`src/rtl/tap_master.sv`:
```
// tap_master: JTAG TAP initiator.
// Drives TMS/TDI into a target TAP and samples its TDO. A command either walks
// to a stable state, or walks to Shift-DR/IR, shifts cmd_len bits and parks in
// the matching Pause state. The shortest path comes from walking a mirrored
// copy of the 16-state TAP FSM. The mirror advances every edge from the TMS
// value just driven, so it always matches the target's state.
//
// Ports:
//   GCLK       clock, rising edge
//   TRST       asynchronous reset, active-high
//   cmd_valid  command request; accepted when cmd_valid && cmd_ready
//   cmd_ready  ~busy
//   cmd_state  target state (TAP encoding below)
//   cmd_len    bits to shift; 0 = navigate only
//   cmd_data   TDI payload, LSB first
//   tms, tdi   registered outputs to the target TAP
//   tdo        TDO from the target TAP
//   busy       command executing
//   done       one-cycle completion pulse
//   err        one-cycle pulse with done on a rejected command
//   rdata      captured TDO bits, LSB first
//   state_obs  mirrored TAP state
//
// state    | meaning
// TLR  (F) | Test-Logic-Reset
// RTI  (C) | Run-Test/Idle
// SelDR(7) | Select-DR-Scan
// CapDR(6) | Capture-DR
// ShDR (2) | Shift-DR
// Ex1DR(1) | Exit1-DR
// PaDR (3) | Pause-DR
// Ex2DR(0) | Exit2-DR
// UpDR (5) | Update-DR
// SelIR(4) | Select-IR-Scan
// CapIR(E) | Capture-IR
// ShIR (A) | Shift-IR
// Ex1IR(9) | Exit1-IR
// PaIR (B) | Pause-IR
// Ex2IR(8) | Exit2-IR
// UpIR (D) | Update-IR
module tap_master #(
   parameter int MAX_LEN = 32,
   parameter int LEN_W   = 6
) (
   input  logic               GCLK,
   input  logic               TRST,
   input  logic               cmd_valid,
   output logic               cmd_ready,
   input  logic [3:0]         cmd_state,
   input  logic [LEN_W-1:0]   cmd_len,
   input  logic [MAX_LEN-1:0] cmd_data,
   output logic               tms,
   output logic               tdi,
   input  logic               tdo,
   output logic               busy,
   output logic               done,
   output logic               err,
   output logic [MAX_LEN-1:0] rdata,
   output logic [3:0]         state_obs
);

   typedef enum logic [3:0] {
      S_TLR    = 4'hF,
      S_RTI    = 4'hC,
      S_SEL_DR = 4'h7,
      S_CAP_DR = 4'h6,
      S_SH_DR  = 4'h2,
      S_EX1_DR = 4'h1,
      S_PA_DR  = 4'h3,
      S_EX2_DR = 4'h0,
      S_UP_DR  = 4'h5,
      S_SEL_IR = 4'h4,
      S_CAP_IR = 4'hE,
      S_SH_IR  = 4'hA,
      S_EX1_IR = 4'h9,
      S_PA_IR  = 4'hB,
      S_EX2_IR = 4'h8,
      S_UP_IR  = 4'hD
   } tap_state_t;

   function automatic tap_state_t tap_next(input tap_state_t s, input logic t);
      tap_state_t n;
      n = S_TLR;
      case (s)
         S_TLR:    n = t ? S_TLR    : S_RTI;
         S_RTI:    n = t ? S_SEL_DR : S_RTI;
         S_SEL_DR: n = t ? S_SEL_IR : S_CAP_DR;
         S_CAP_DR: n = t ? S_EX1_DR : S_SH_DR;
         S_SH_DR:  n = t ? S_EX1_DR : S_SH_DR;
         S_EX1_DR: n = t ? S_UP_DR  : S_PA_DR;
         S_PA_DR:  n = t ? S_EX2_DR : S_PA_DR;
         S_EX2_DR: n = t ? S_UP_DR  : S_SH_DR;
         S_UP_DR:  n = t ? S_SEL_DR : S_RTI;
         S_SEL_IR: n = t ? S_TLR    : S_CAP_IR;
         S_CAP_IR: n = t ? S_EX1_IR : S_SH_IR;
         S_SH_IR:  n = t ? S_EX1_IR : S_SH_IR;
         S_EX1_IR: n = t ? S_UP_IR  : S_PA_IR;
         S_PA_IR:  n = t ? S_EX2_IR : S_PA_IR;
         S_EX2_IR: n = t ? S_UP_IR  : S_SH_IR;
         S_UP_IR:  n = t ? S_SEL_DR : S_RTI;
         default:  n = S_TLR;
      endcase
      return n;
   endfunction

   // TMS for the next step of the shortest path from s toward tgt.
   function automatic logic tap_hop(input tap_state_t s, input tap_state_t tgt);
      logic h;
      h = 1'b1;
      case (s)
         S_TLR:              h = (tgt == S_TLR);
         S_SEL_DR:           h = !(tgt == S_SH_DR || tgt == S_PA_DR);
         S_SEL_IR:           h = !(tgt == S_SH_IR || tgt == S_PA_IR);
         S_CAP_DR, S_EX2_DR: h = (tgt != S_SH_DR);
         S_CAP_IR, S_EX2_IR: h = (tgt != S_SH_IR);
         S_EX1_DR:           h = (tgt != S_PA_DR);
         S_EX1_IR:           h = (tgt != S_PA_IR);
         S_UP_DR, S_UP_IR:   h = (tgt != S_RTI);
         default:            h = 1'b1;  // RTI, Shift and Pause always leave with TMS=1
      endcase
      return h;
   endfunction

   tap_state_t         r_state, w_state_nxt;
   tap_state_t         r_tgt, w_tgt_nxt;
   logic               r_tms, w_tms_nxt;
   logic               r_tdi, w_tdi_nxt;
   logic               r_busy, w_busy_nxt;
   logic               r_shift, w_shift_nxt;
   logic               r_done, w_done_nxt;
   logic               r_err, w_err_nxt;
   logic [LEN_W-1:0]   r_len, w_len_nxt;
   logic [LEN_W-1:0]   r_cnt, w_cnt_nxt;
   logic [MAX_LEN-1:0] r_data, w_data_nxt;
   logic [MAX_LEN-1:0] r_rdata, w_rdata_nxt;

   tap_state_t         w_n;
   tap_state_t         w_cmd_tgt;
   logic               w_cmd_is_shift;
   logic               w_legal;
   logic               w_reject;
   logic [LEN_W-1:0]   w_idx;

   always_ff @(posedge GCLK or posedge TRST) begin
      if (TRST) begin
         r_state <= S_TLR;
         r_tgt   <= S_TLR;
         r_tms   <= 1'b1;
         r_tdi   <= 1'b0;
         r_busy  <= 1'b0;
         r_shift <= 1'b0;
         r_done  <= 1'b0;
         r_err   <= 1'b0;
         r_len   <= '0;
         r_cnt   <= '0;
         r_data  <= '0;
         r_rdata <= '0;
      end else begin
         r_state <= w_state_nxt;
         r_tgt   <= w_tgt_nxt;
         r_tms   <= w_tms_nxt;
         r_tdi   <= w_tdi_nxt;
         r_busy  <= w_busy_nxt;
         r_shift <= w_shift_nxt;
         r_done  <= w_done_nxt;
         r_err   <= w_err_nxt;
         r_len   <= w_len_nxt;
         r_cnt   <= w_cnt_nxt;
         r_data  <= w_data_nxt;
         r_rdata <= w_rdata_nxt;
      end
   end

   always_comb begin
      w_n            = tap_next(r_state, r_tms);
      w_cmd_tgt      = tap_state_t'(cmd_state);
      w_cmd_is_shift = (w_cmd_tgt == S_SH_DR) || (w_cmd_tgt == S_SH_IR);
      w_legal        = (w_cmd_tgt == S_TLR)   || (w_cmd_tgt == S_RTI)   ||
                       (w_cmd_tgt == S_SH_DR) || (w_cmd_tgt == S_PA_DR) ||
                       (w_cmd_tgt == S_SH_IR) || (w_cmd_tgt == S_PA_IR);
      w_reject       = !w_legal || (cmd_len > LEN_W'(MAX_LEN)) ||
                       ((cmd_len != '0) && !w_cmd_is_shift);
      w_idx          = r_len - r_cnt;

      w_state_nxt = w_n;
      w_tms_nxt   = (w_n == S_TLR);  // idle hold keeps the mirror where it is
      w_tdi_nxt   = r_tdi;
      w_busy_nxt  = r_busy;
      w_shift_nxt = r_shift;
      w_done_nxt  = 1'b0;
      w_err_nxt   = 1'b0;
      w_tgt_nxt   = r_tgt;
      w_len_nxt   = r_len;
      w_cnt_nxt   = r_cnt;
      w_data_nxt  = r_data;
      w_rdata_nxt = r_rdata;

      if (!r_busy) begin
         if (cmd_valid) begin
            if (w_reject) begin
               w_done_nxt = 1'b1;
               w_err_nxt  = 1'b1;
            end else if ((w_cmd_tgt == r_state) && (cmd_len == '0)) begin
               w_done_nxt = 1'b1;
            end else begin
               w_busy_nxt = 1'b1;
               w_tgt_nxt  = w_cmd_tgt;
               w_len_nxt  = cmd_len;
               w_data_nxt = cmd_data;
               if (cmd_len != '0)
                  w_rdata_nxt = '0;
               if (w_cmd_tgt == r_state) begin
                  // Already sitting in the requested Shift state: shift in place.
                  w_shift_nxt = 1'b1;
                  w_cnt_nxt   = cmd_len;
                  w_tdi_nxt   = cmd_data[0];
                  w_tms_nxt   = (cmd_len == LEN_W'(1));
               end else begin
                  w_tms_nxt = tap_hop(r_state, w_cmd_tgt);
               end
            end
         end
      end else if (r_shift) begin
         for (int i = 0; i < MAX_LEN; i++)
            if (w_idx == LEN_W'(i))
               w_rdata_nxt[i] = tdo;
         w_data_nxt = r_data >> 1;
         w_tdi_nxt  = r_data[1];
         w_cnt_nxt  = r_cnt - LEN_W'(1);
         if (r_cnt == LEN_W'(1)) begin
            // Last bit leaves for Exit1; retarget to the matching Pause state.
            w_shift_nxt = 1'b0;
            w_len_nxt   = '0;
            w_tgt_nxt   = (r_tgt == S_SH_IR) ? S_PA_IR : S_PA_DR;
            w_tms_nxt   = 1'b0;
         end else begin
            w_tms_nxt = (r_cnt == LEN_W'(2));
         end
      end else begin
         if (w_n != r_tgt) begin
            w_tms_nxt = tap_hop(w_n, r_tgt);
         end else if (r_len == '0) begin
            w_busy_nxt = 1'b0;
            w_done_nxt = 1'b1;
         end else begin
            w_shift_nxt = 1'b1;
            w_cnt_nxt   = r_len;
            w_tdi_nxt   = r_data[0];
            w_tms_nxt   = (r_len == LEN_W'(1));
         end
      end
   end

   assign cmd_ready = ~r_busy;
   assign busy      = r_busy;
   assign done      = r_done;
   assign err       = r_err;
   assign tms       = r_tms;
   assign tdi       = r_tdi;
   assign rdata     = r_rdata;
   assign state_obs = r_state;

endmodule
```
`config.mk`:
```
export PLATFORM = sky130hd
export DESIGN_NAME = tap_master
export DESIGN_NICKNAME = d
export VERILOG_FILES = /design/src/rtl/tap_master.sv
export SDC_FILE = /design/constraint.sdc
export NUM_CORES = 1
export LEC_CHECK = 0
export BUFFER_PORTS_ARGS = -buffer_cell sky130_fd_sc_hd__buf_2
export CAP_MARGIN = 20
export CORE_MARGIN = 2
export CORE_UTILIZATION = 35
export DETAILED_ROUTE_END_ITERATION = 10
export GPL_TIMING_DRIVEN = 0
export PLACE_DENSITY_LB_ADDON = 0.3
export SLEW_MARGIN = 20
export SYNTH_ARGS = -nofsm -noshare
export SYNTH_HDL_FRONTEND = slang
export SYNTH_SLANG_ARGS = --single-unit
```
`constraint.sdc`:
```
create_clock -name GCLK -period 3.6 [get_ports GCLK]
set_clock_uncertainty 0.05 [all_clocks]
set_input_delay 0.36 -clock GCLK [delete_from_list [all_inputs] [get_ports GCLK]]
set_output_delay 0.36 -clock GCLK [all_outputs]
set_load 0.01 [all_outputs]
```
==> flow_metrics.py <==
metrics = {
    "power_and_ir_drop": {
        "p_sw_mw": 2.630,
        "p_leak_nw": 2.807,
        "combPwrFrac_pct": 52.2,
        "switching_share_pct": 46.39,
        "p_int_mw": 3.040,
        "ir_drop_mv": 0.2777,
        "clkPwrFrac_pct": 16.9,
        "power_density_mw_per_mm2": 872.5,
        "power_mw": 5.670,
        "p_seq_share_pct": 30.9,
    },
    "grt": {
        "grt.overflow.total": 0,
        "grt_pass1_wl_um": 25360,
        "grtUsageTotal_pct": 19.22,
        "first_global_vias": 4948,
        "grt_max_degree": 49,
        "antenna_found_initial": 0,
    },
    "clock_tree": {
        "cts_root_buf": "clkbuf_16",
        "path_clk_slew_ns": 0.07,
        "cts_buffers": 9,
        "cts_hold_buf": 1,
        "clockBufferDepth": 2,
        "clock-sinks": 90,
        "cts_resized": 0,
        "h-tree-depth": 3,
        "post_cts_buffers": 0,
        "cts_tree": "done",
        "insertion_delay_ns": 0.36,
    },
    "worst_setup_path": {
        "crit_arrival_ns": 3.59,
        "cp-end-kind": "register",
        "critPathLaunchType": "register",
        "critPathSlowestCell": "nor4_2",
        "critPathRequiredTime_ns": 3.80,
        "path_class": "register to register",
        "worstPathMaxFanout": 10,
        "crit_path_max_incr_delay_ns": 0.55,
        "crit_chain": "inv_1 > ha_1 > inv_1 > fa_1 > a21o_1 > a21oi_1 > xor2_1 > nor4_2 > clkbuf_1 > a21oi_1 > o21ai_0 > nand2_1",
    },
    "placed_design": {
        "dpl_cell_area_mm2": 0.006192,
        "dp.cells": 903,
        "port_buffers": 85,
        "dp.final_hpwl_um": 11510,
        "gp_congestion": 0.8827,
        "place_ws_ns": 0.2804,
    },
    "yosys": {
        "yosysTopAreaCellShare_pct": 37.05,
        "ys_ff_latch": 90,
        "synthCells": 606,
        "syn_area_mm2": 0.005470,
        "synth_commonest_cells": "nand2_1, dfrtp_1, mux2i_1, o21ai_0, nor2_1",
        "async_flop_share_pct": 100.0,
        "synth-edff-count": 0,
        "syn_area_per_cell_um2": 9.027,
        "yosysTopAreaCell": "dfrtp_1",
        "synth.yosys.seq_area_share_pct": 41.38,
        "yosys_most_used_dff": "dfrtp_1",
        "synth_fp_nets": 661,
        "yosysWarningCount": 0,
        "yosysMostFrequentCell": "nand2_1",
        "ys_top_cells_by_area": "dfrtp_1, mux2i_1, nand2_1",
        "synth.distinct_cells": 75,
    },
    "floorplanning": {
        "io_pins": 88,
        "die_area_mm2": 0.01664,
        "row_count": 45,
        "die_h_um": 129.0,
        "start_util_pct": 35.85,
        "core_area_mm2": 0.01526,
        "die-width_um": 129.0,
    },
    "route": {
        "vias_per_cell": 5.538,
        "wl_per_cell_um": 17.17,
        "dr.pass1.iters": 5,
        "drt_iter0_markers": 379,
        "wirelength_um": 15800,
        "drc": 0,
        "ant_nets": 0,
        "vias": 5095,
    },
    "run": {
        "max-cap-violations": 0,
    },
    "worst_hold_path": {
        "hp-class": "input pin to register",
    },
    "timing": {
        "timing.final.crit_share_pct": 94.07,
        "whs_ns": 0.1850,
        "setup_tns_ns": 0,
        "report.final.hold_viol_count": 0,
        "tightest_slew_ns": 0.9016,
        "rsz0062_at_grt": "false",
        "setup_ws_ns": 0.2136,
        "slew_headroom_pct": 39.46,
        "period_needed_ns": 3.386,
        "max_freq_ghz": 0.2953,
        "final_max_slew_viol_count": 0,
        "setup_viol": 0,
    },
    "cells_and_area": {
        "drive_above_1_share_pct": 20.87,
        "syn_to_final_growth_pct": 18.80,
        "instances_no_fill": 920,
        "antenna_cells": 0,
        "design_area_mm2": 0.006499,
        "nets": 759,
        "final_util_pct": 42.59,
    },
    "outcome": {
        "run_status": "complete, no violations",
    },
}
==> metal layers <==
layer | routed length (µm) | global-route usage, % | vias to the layer above
met4 | 247 | 6.074 | 0
met1 | 7268 | 26.45 | 2481
met2 | 7300 | 30.50 | 188
met3 | 979 | 4.046 | 19
li1 | - | - | 2407
met5 | 0 | 0 | -
==> area by class of cell <==
cell class / count / area [µm²]
Fill cell: 1512 / 8760
Multi-Input combinational cell: 454 / 2938
Sequential cell: 90 / 2263
Timing Repair Buffer: 87 / 462.9
Tap cell: 211 / 264.0
Clock buffer: 10 / 229.0
Buffer: 42 / 193.9
Inverter: 20 / 80.08
Clock inverter: 6 / 67.56
==> placed cells by master (no fill, tap or decap), types with 6 or more instances in the layout <==
cell type   n
buf_2      93
nand3_1    22
nand2b_1   11
ha_1        8
inv_1      19
a21oi_1    22
xor2_1      9
dfstp_2     9
o21ai_1    15
nor2b_1    10
xnor2_1     6
mux2i_1    38
nor3_1     11
dfrtp_1    81
nand2_1    93
clkbuf_16   9
a31oi_1     6
o311ai_0    9
o211ai_1   16
a32oi_1    18
nor2_1     32
clkbuf_1   30
a22oi_1     7
o21ai_0    38
==> power groups by stage <==
| stage | clock network [mW] | registers (mW) | logic, mW |
|---|---|---|---|
| after global routing | 1.02 | 1.80 | 3.26 |
| after global placement | 0 | 1.74 | 2.82 |
| after floorplan | 0 | 1.74 | 2.06 |
| after detailed placement | 0 | 1.76 | 2.92 |
| after CTS | 0.980 | 1.75 | 2.93 |
| final | 0.959 | 1.75 | 2.96 |
==> registers in the layout (all words and copies together), names as in the netlist <==
register,count
r_data,32
rdata,32
r_cnt,6
r_len,6
r_tgt,4
state_obs,4
busy,1
done,1
err,1
r_shift,1
tdi,1
tms,1
==> critical path, delay by kind of cell (launching register included) <==
kind            cells  cell delay, ns
buf+inv             3            0.62
compound gates      4            0.79
flops               1            0.40
fa+ha+maj           2            0.64
simple gates        2            0.62
xor+xnor            1            0.16
==> logic make-up (layout without fill, tap and decap cells) <==
group,Yosys count,after routing,synth area share [%]
DFF,90,90,41.38
and+or+nand+nor,212,212,18.73
xor gates and xnor gates,15,15,2.402
adders and majority gates,9,9,2.196
AOI/OAI and AO/OA,178,178,23.01
muxes,40,40,7.365
buffers and inverters,62,165,4.918
==> path summary, 6_finish.rpt <==
kind | cells after the start | startpoint | to | slack (ns)
max | 12 | r_len[0]$_DFFE_PP0P_ | rdata[27]$_DFFE_PP0P_ | 0.21
min | 3 | cmd_data[31] | r_data[31]$_DFFE_PP0P_ | 0.19
max reg2reg | 12 | r_len[0]$_DFFE_PP0P_ | rdata[27]$_DFFE_PP0P_ | 0.21
min reg2reg | 2 | r_data[27]$_DFFE_PP0P_ | r_data[27]$_DFFE_PP0P_ | 0.44
max in group asynchronous | 4 | TRST | state_obs[1]$_DFF_PP1_ | 2.35
min in group asynchronous | 3 | TRST | rdata[13]$_DFFE_PP0P_ | 0.51
No activity file was read; power rests on OpenSTA's default activity.
